===== src/rtl/mem_port_arbiter.sv =====
// ---------------------------------------------------------------------------
// mem_port_arbiter
//
// Shares one unified instruction/data memory port between the CPU control
// path (requester 0) and the program loader/debug port (requester 1).
// The block owns the memory strobes and holds every access for a fixed
// number of wait states. When the access ends it returns read data to the
// winning requester and gives that requester a one-cycle done pulse.
//
// Ports
//   clk, nrst            clock (rising edge), async active-low reset
//   cpu_req/we/addr/wdata CPU request; req held until cpu_done
//   cpu_rdata            CPU read data, registered, held until next CPU read
//   cpu_done             one-cycle completion pulse to the CPU
//   cpu_stall            cpu_req & ~cpu_done; the CPU FSM freezes on it
//   ldr_req/we/addr/wdata loader request; req held until ldr_done
//   ldr_rdata            loader read data, registered
//   ldr_done             one-cycle completion pulse to the loader
//   mem_addr/mem_wdata   memory address / write data (hold last grant)
//   mem_rd/mem_wr        memory strobes, only asserted during ACCESS
//   mem_rdata            memory read data, valid while mem_rd is high
//   busy                 high while an access or its response is in flight
//   owner                0 = CPU, 1 = loader; the current or last grant
// ---------------------------------------------------------------------------
module mem_port_arbiter #(
    parameter int AW            = 32,
    parameter int DW            = 32,
    parameter int WAIT_CYCLES   = 2,
    parameter int MAX_CPU_BURST = 4
) (
    input  logic          clk,
    input  logic          nrst,
    input  logic          cpu_req,
    input  logic          cpu_we,
    input  logic [AW-1:0] cpu_addr,
    input  logic [DW-1:0] cpu_wdata,
    output logic [DW-1:0] cpu_rdata,
    output logic          cpu_done,
    output logic          cpu_stall,
    input  logic          ldr_req,
    input  logic          ldr_we,
    input  logic [AW-1:0] ldr_addr,
    input  logic [DW-1:0] ldr_wdata,
    output logic [DW-1:0] ldr_rdata,
    output logic          ldr_done,
    output logic [AW-1:0] mem_addr,
    output logic [DW-1:0] mem_wdata,
    output logic          mem_rd,
    output logic          mem_wr,
    input  logic [DW-1:0] mem_rdata,
    output logic          busy,
    output logic          owner
);

    typedef enum logic [1:0] {
        IDLE   = 2'd0,
        ACCESS = 2'd1,
        RESP   = 2'd2
    } state_t;

    localparam logic [3:0] WAIT_LOAD = 4'(WAIT_CYCLES - 1);
    localparam logic [3:0] BURST_MAX = 4'(MAX_CPU_BURST);

    state_t        state_reg, state_next;
    logic [3:0]    cnt_reg, cnt_next;
    logic [3:0]    streak_reg, streak_next;
    logic [AW-1:0] addr_reg, addr_next;
    logic [DW-1:0] wdata_reg, wdata_next;
    logic          we_reg, we_next;
    logic          owner_reg, owner_next;
    logic [DW-1:0] cpu_rdata_reg, cpu_rdata_next;
    logic [DW-1:0] ldr_rdata_reg, ldr_rdata_next;
    logic          loader_wins;

    // State and datapath registers. Every register resets asynchronously,
    // so a reset in the middle of ACCESS drops the strobes immediately.
    always_ff @(posedge clk or negedge nrst) begin
        if (!nrst) begin
            state_reg     <= IDLE;
            cnt_reg       <= '0;
            streak_reg    <= '0;
            addr_reg      <= '0;
            wdata_reg     <= '0;
            we_reg        <= 1'b0;
            owner_reg     <= 1'b0;
            cpu_rdata_reg <= '0;
            ldr_rdata_reg <= '0;
        end else begin
            state_reg     <= state_next;
            cnt_reg       <= cnt_next;
            streak_reg    <= streak_next;
            addr_reg      <= addr_next;
            wdata_reg     <= wdata_next;
            we_reg        <= we_next;
            owner_reg     <= owner_next;
            cpu_rdata_reg <= cpu_rdata_next;
            ldr_rdata_reg <= ldr_rdata_next;
        end
    end

    always_comb begin
        state_next     = state_reg;
        cnt_next       = cnt_reg;
        streak_next    = streak_reg;
        addr_next      = addr_reg;
        wdata_next     = wdata_reg;
        we_next        = we_reg;
        owner_next     = owner_reg;
        cpu_rdata_next = cpu_rdata_reg;
        ldr_rdata_next = ldr_rdata_reg;
        // The CPU has priority. The loader wins when it is the only
        // requester, or when the CPU has used up its streak while the
        // loader waited.
        loader_wins    = ldr_req & (~cpu_req | (streak_reg == BURST_MAX));

        case (state_reg)
            IDLE: begin
                if (cpu_req | ldr_req) begin
                    owner_next = loader_wins;
                    if (loader_wins) begin
                        addr_next   = ldr_addr;
                        wdata_next  = ldr_wdata;
                        we_next     = ldr_we;
                        streak_next = '0;
                    end else begin
                        addr_next   = cpu_addr;
                        wdata_next  = cpu_wdata;
                        we_next     = cpu_we;
                        // The streak counts only CPU grants made while the
                        // loader is waiting.
                        streak_next = ldr_req ? streak_reg + 4'd1 : 4'd0;
                    end
                    cnt_next   = WAIT_LOAD;
                    state_next = ACCESS;
                end
            end
            ACCESS: begin
                if (cnt_reg == 4'd0) begin
                    // Last wait state: mem_rdata is still valid because
                    // mem_rd is held through this cycle.
                    if (!we_reg) begin
                        if (owner_reg) ldr_rdata_next = mem_rdata;
                        else           cpu_rdata_next = mem_rdata;
                    end
                    state_next = RESP;
                end else begin
                    cnt_next = cnt_reg - 4'd1;
                end
            end
            RESP: begin
                state_next = IDLE;
            end
            default: begin
                state_next = IDLE;
            end
        endcase
    end

    // Outputs are decoded straight from registered state, so they are
    // free of glitches and they clear at once on reset.
    assign mem_addr  = addr_reg;
    assign mem_wdata = wdata_reg;
    assign mem_rd    = (state_reg == ACCESS) & ~we_reg;
    assign mem_wr    = (state_reg == ACCESS) &  we_reg;
    assign busy      = (state_reg == ACCESS) | (state_reg == RESP);
    assign owner     = owner_reg;
    assign cpu_done  = (state_reg == RESP) & ~owner_reg;
    assign ldr_done  = (state_reg == RESP) &  owner_reg;
    assign cpu_stall = cpu_req & ~cpu_done;
    assign cpu_rdata = cpu_rdata_reg;
    assign ldr_rdata = ldr_rdata_reg;

endmodule


===== config.mk =====
export PLATFORM = sky130hd
export DESIGN_NAME = mem_port_arbiter
export DESIGN_NICKNAME = d
export VERILOG_FILES = /design/src/rtl/mem_port_arbiter.sv
export SDC_FILE = /design/constraint.sdc
export NUM_CORES = 1
export LEC_CHECK = 0
export CORE_AREA = 2 2 140 142
export CTS_CLUSTER_SIZE = 16
export DETAILED_ROUTE_END_ITERATION = 7
export DIE_AREA = 0 0 142 144
export GPL_TIMING_DRIVEN = 1
export PLACE_DENSITY = 0.71
export SYNTH_ARGS = -nofsm -noshare
export SYNTH_HDL_FRONTEND = slang
export SYNTH_SLANG_ARGS = --single-unit

===== constraint.sdc =====
create_clock -name clk -period 1.6 [get_ports clk]
set_input_delay 0.16 -clock clk [delete_from_list [all_inputs] [get_ports clk]]
set_output_delay 0.16 -clock clk [all_outputs]
set_load 0.005 [all_outputs]

# Yosys cells after proc, flatten, opt, wreduce, memory -nomap -nowiden
# Index checks and enable logic that the tools add are counted.
[op_classes] addsub=2 mul=0 n_div=0 order_cmp=0 n_eq_ne=6 shift=0 mux=11 bitwise_logic=13 n_reduce_logical=8
[op_table] op="$mux 32" count=2
[op_table] op="$mux 4" count=4
[op_table] op="$pmux 4 s2" count=1
[op_table] op="$reduce_and 4->1" count=2
[op_table] op="$and 1x1->1" count=6
[op_table] op="$ne 2x2->1 const B" count=3
[op_table] op="$add 4x1->4 const B" count=1
[op_table] op="$eq 4x3->1 const B" count=1
[op_table] op="$logic_not 4->1" count=1
[op_table] op="$mux 2" count=2
[op_table] op="$not 1->1" count=4
[op_table] op="$pmux 2 s2" count=1
[op_table] op="$reduce_and 2->1" count=2
[op_table] op="$sub 4x1->4 const B" count=1
[op_table] op="$or 1x1->1" count=3
[op_table] op="$reduce_and 3->1" count=1
[op_table] op="$eq 2x1->1 const B" count=1
[op_table] op="$eq 2x2->1 const B" count=1
[op_table] op="$logic_not 2->1" count=1
[op_table] op="$reduce_bool 2->1" count=1
[op_table] op="$mux 1" count=1
[word_totals] regBits=140 latch_bits=0 mem_bits_rw=0 romBits=0 inputBits=166 output_inout_bits=135 elab_cells=49 n_memories=0

# Longest topological paths before layout
# Gate-level depths: netlist of run 1.
[logic_depth] ltp_word=4 ltp_mapped=8 depth_no_buf=5

# Worst setup path after synthesis of run 1
# No wires, ideal clock.
[synth_timing] path_kind="flip-flop to flip-flop" start="register state_reg[1]" end="register cpu_rdata_reg[10] (netlist: cpu_rdata[10])" setup_time_ns=0.125 t_arrival_ns=1.633 required_time_ns=1.475 slack_ns=-0.158 path_stages_with_launch=8 path_buffers=2 period_less_slack_ns=1.758 path_cell_list="dfrtp_1 > inv_1 > ha_1 > nor2b_1 > and3_1 > buf_4 > buf_8 > mux2_4"
[synth_between] elab_chain_cells=2
[synth_lines] item="from (decl)" line_no="64" text="state_t state_reg, state_next;"
[synth_lines] item="from (signal assigned)" line_no="89" text="state_reg <= state_next;"
[synth_lines] item="$eq 2x1->1" line_no="116" text="case (state_reg)"
[synth_lines] item="$reduce_and 4->1 (no source line)"
[synth_lines] item="to (signal assigned)" line_no="96" text="cpu_rdata_reg <= cpu_rdata_next;"
[synth_lines] item="to (decl)" line_no="71" text="logic [DW-1:0] cpu_rdata_reg, cpu_rdata_next;"
# No other way between the ends.
# A chain may end at the register's enable or synchronous reset.

# Worst setup path in the final report of run 1
[layout_timing] start="register state_reg[0]" end="register cpu_rdata_reg[16] (netlist: cpu_rdata[16])"
# The elaborated chain is that of the path after synthesis.

==> impl_metrics.env, run 1 <==
export IMPL_outcome="finished, violations left"
export IMPL_violations="negative setup slack"
export IMPL_slowest_stage="dfrtp_1"
export IMPL_finalMaxSlewViolations=0
export IMPL_cp_arrival_ps=2020
export IMPL_hold_class="primary input to asynchronous set/reset pin"
export IMPL_synth_avg_cell_area_um2=11.0
export IMPL_ant_nets=0
export IMPL_drc=0
export IMPL_timing_rr_start="state_reg[0]"
export IMPL_numCtsBuffers=17
export IMPL_fin_crit_ps=1720
export IMPL_hpwl_mm=14.5
export IMPL_cts_root_buf="clkbuf_16"
export IMPL_nets=1116
export IMPL_rsz0062_at_grt="true"
export IMPL_endpoint_kind="register"
export IMPL_final_cell_mix="clkdlybuf4s50_1, dfrtp_1, nand2_1, o211ai_1, nand4_1"
export IMPL_ios=301
export IMPL_worstSetupStartpointType="register"
export IMPL_synth_seq_cells=140
export IMPL_clock_skew_ps=13.7
export IMPL_crit_chain="buf_6, ha_4, nor2b_4, and3_4, buf_12, mux2_4"
export IMPL_leakage_nw=4.75
export IMPL_cp_required_ps=1900
export IMPL_cts_tree="yes"
export IMPL_synth_edf_count=0
export IMPL_grt_pass1_vias=6016
export IMPL_synthCells=592
export IMPL_crit_fanout=15
export IMPL_setup_slack_ps=-121
export IMPL_criticalPathCategory="register to register"
export IMPL_antenna_found_initial=0
export IMPL_overflow=0
export IMPL_ys_types=42
export IMPL_finalCritPeriodShare_pct=108
export IMPL_drt_pass1_iter_count=6
export IMPL_die_h_um=144
export IMPL_tns_ps=-4480
export IMPL_final_common_cell="clkdlybuf4s50_1"
export IMPL_stdcell_area_um2=11400
export IMPL_finalHoldViolCount=0
export IMPL_drive_gt1_share_pct=23.0
export IMPL_critPathBufInv=2
export IMPL_max_stage_delay_ps=390
export IMPL_grt_max_degree=64
export IMPL_cap_violations=0
export IMPL_slew_headroom_pct=62.6
export IMPL_die_x_um=142
export IMPL_reg2reg_setup_slack_ps=-120
export IMPL_ys_seq_area_share_pct=53.9
export IMPL_antenna_cells=0
export IMPL_async_flop_share_pct=100
export IMPL_die_area_um2=20400
export IMPL_rows=51
export IMPL_drtIter0Drc=261
export IMPL_ys_warn_count=0
export IMPL_powerDensity_nw_per_um2=1820
export IMPL_dpl_cell_area_um2=10000
export IMPL_vias=6206
export IMPL_r2r_end="cpu_rdata[16]"
export IMPL_place_gp_congestion=0.808
export IMPL_clkTransAtPathRegs_ps=60
export IMPL_core_um2=19100
export IMPL_finalPower_w=0.0208
export IMPL_grt_pass1_wl_mm=31.7
export IMPL_ys_flop_type="dfrtp_1"
export IMPL_reg2reg_depth=6
export IMPL_nFillCells=1571
export IMPL_cp_top_family="simple AND/OR/NAND/NOR gates"
export IMPL_routed_wl_mm=23.7
export IMPL_initial_core_util_pct=34.1
export IMPL_cts_sinks=140
export IMPL_clockBufferDepth=2
export IMPL_syn_nets=766
export IMPL_dp_slack_ps=-150
export IMPL_routedWlPerCell_um=19.8
export IMPL_port_buffers=300
export IMPL_track_usage_pct=19.9
export IMPL_ir_drop_mv=0.705
export IMPL_area_delta_synth_final_pct=75.5
export IMPL_synthesis_area_um2=6500
export IMPL_cts_max_level=4
export IMPL_setup_viol=89
export IMPL_clk_latency_ps=420
export IMPL_viasPerCell=5.20
export IMPL_tightest_slew_ps=559
export IMPL_max_freq_mhz=581
## what timing repair did
action                                  in CTS  in global routing
endpoints found under the setup margin      79                140
hold buffers                                 1                  0
gates resized for setup                     56                 42
endpoints found under the hold margin       46                  0
setup buffers                                5                 14
gates cloned                                 0                 20
pin swaps                                    4                 11
## cell usage after synthesis (2+ instances only)
master | n | share of area (%)
and2_1 | 2 | 0.19
buf_1 | 6 | 0.35
buf_2 | 18 | 1.4
buf_8 | 3 | 0.69
clkbuf_1 | 25 | 1.4
dfrtp_1 | 140 | 54
ha_1 | 8 | 1.5
inv_1 | 11 | 0.64
mux2_1 | 2 | 0.35
mux2_2 | 33 | 5.7
mux2_4 | 30 | 6.9
nand2_1 | 136 | 7.9
nand3_1 | 4 | 0.31
nand3b_1 | 3 | 0.35
nand4_1 | 66 | 6.4
nor2_1 | 2 | 0.12
nor2b_1 | 4 | 0.38
o211ai_1 | 67 | 7.7
o21ai_0 | 5 | 0.38
o21ai_1 | 2 | 0.15
o22ai_1 | 2 | 0.19
or3b_2 | 2 | 0.27
or4_1 | 2 | 0.23
## final cells by class
class,instances,area [µm²],area share [%]
clock buffers,17,425,3.73
clock inverters,15,150,1.32
inverters,11,46.3,0.406
multi-input cells,389,2890,25.4
flip-flops and latches,140,3510,30.7
well taps,238,298,2.61
repair buffers,383,4090,35.9
## how the worst max path moves through the flow
stage                       from       endpoint  slack [ps]  cells past startpoint
detailed placement    cnt_reg[0]   cpu_rdata[0]        -150                      6
global placement         ldr_req  mem_wdata[20]        -120                      5
finish              state_reg[0]  cpu_rdata[16]        -120                      6
floorplan             cnt_reg[1]  cpu_rdata[10]        -100                      7
global route        state_reg[0]  cpu_rdata[12]        -180                      6
CTS                   cnt_reg[0]  cpu_rdata[16]        -110                      6
## metal layers
metal  vias to the layer above  GRT usage (%)  share of wire, %
li1                       2851              -                 -
met1                      3040           23.2                39
met2                       278           33.7                49
met3                        37           7.48               8.9
met4                         0           7.05               2.4
met5                         -              0                 0
## worst register-to-register path: stages, from the launching register on
cell,delay (ps)
dfrtp_1,390
buf_6,120
ha_4,140
nor2b_4,190
and3_4,260
buf_12,190
mux2_4,320
## power by group
| group | leakage [nW] | switching, W | internal (W) |
|---|---|---|---|
| combinational | 2.76 | 0.00410 | 0.00656 |
| sequential | 1.71 | 0.000965 | 0.00524 |
| clock | 0.276 | 0.00172 | 0.00219 |
## metrics by stage
step	hold WS, ps	cells	utilization (%)
after CTS	255	1159	56.4
after global routing	285	1193	59.8
after global placement	132	1122	52.6
after detailed placement	132	1122	52.6
after floorplan	-136	592	-
final	255	1193	59.8
## cells by family (layout without fill, tap and decap cells)
kind of cell	Yosys count	after routing	synth area share, %
compound gates	84	85	9.47
fa+ha+maj	8	8	1.54
buf+inv	64	426	4.62
flops	140	140	53.9
mux	65	65	13.0
simple gates	231	231	17.5
(Power assumes the default switching activity.)
==> run 2, diff against run 1 <==
ABC_AREA = 0   (was default)
==> results of run 2 <==
Same layout as run 1: the final DEF is identical, and so are final timing and power.
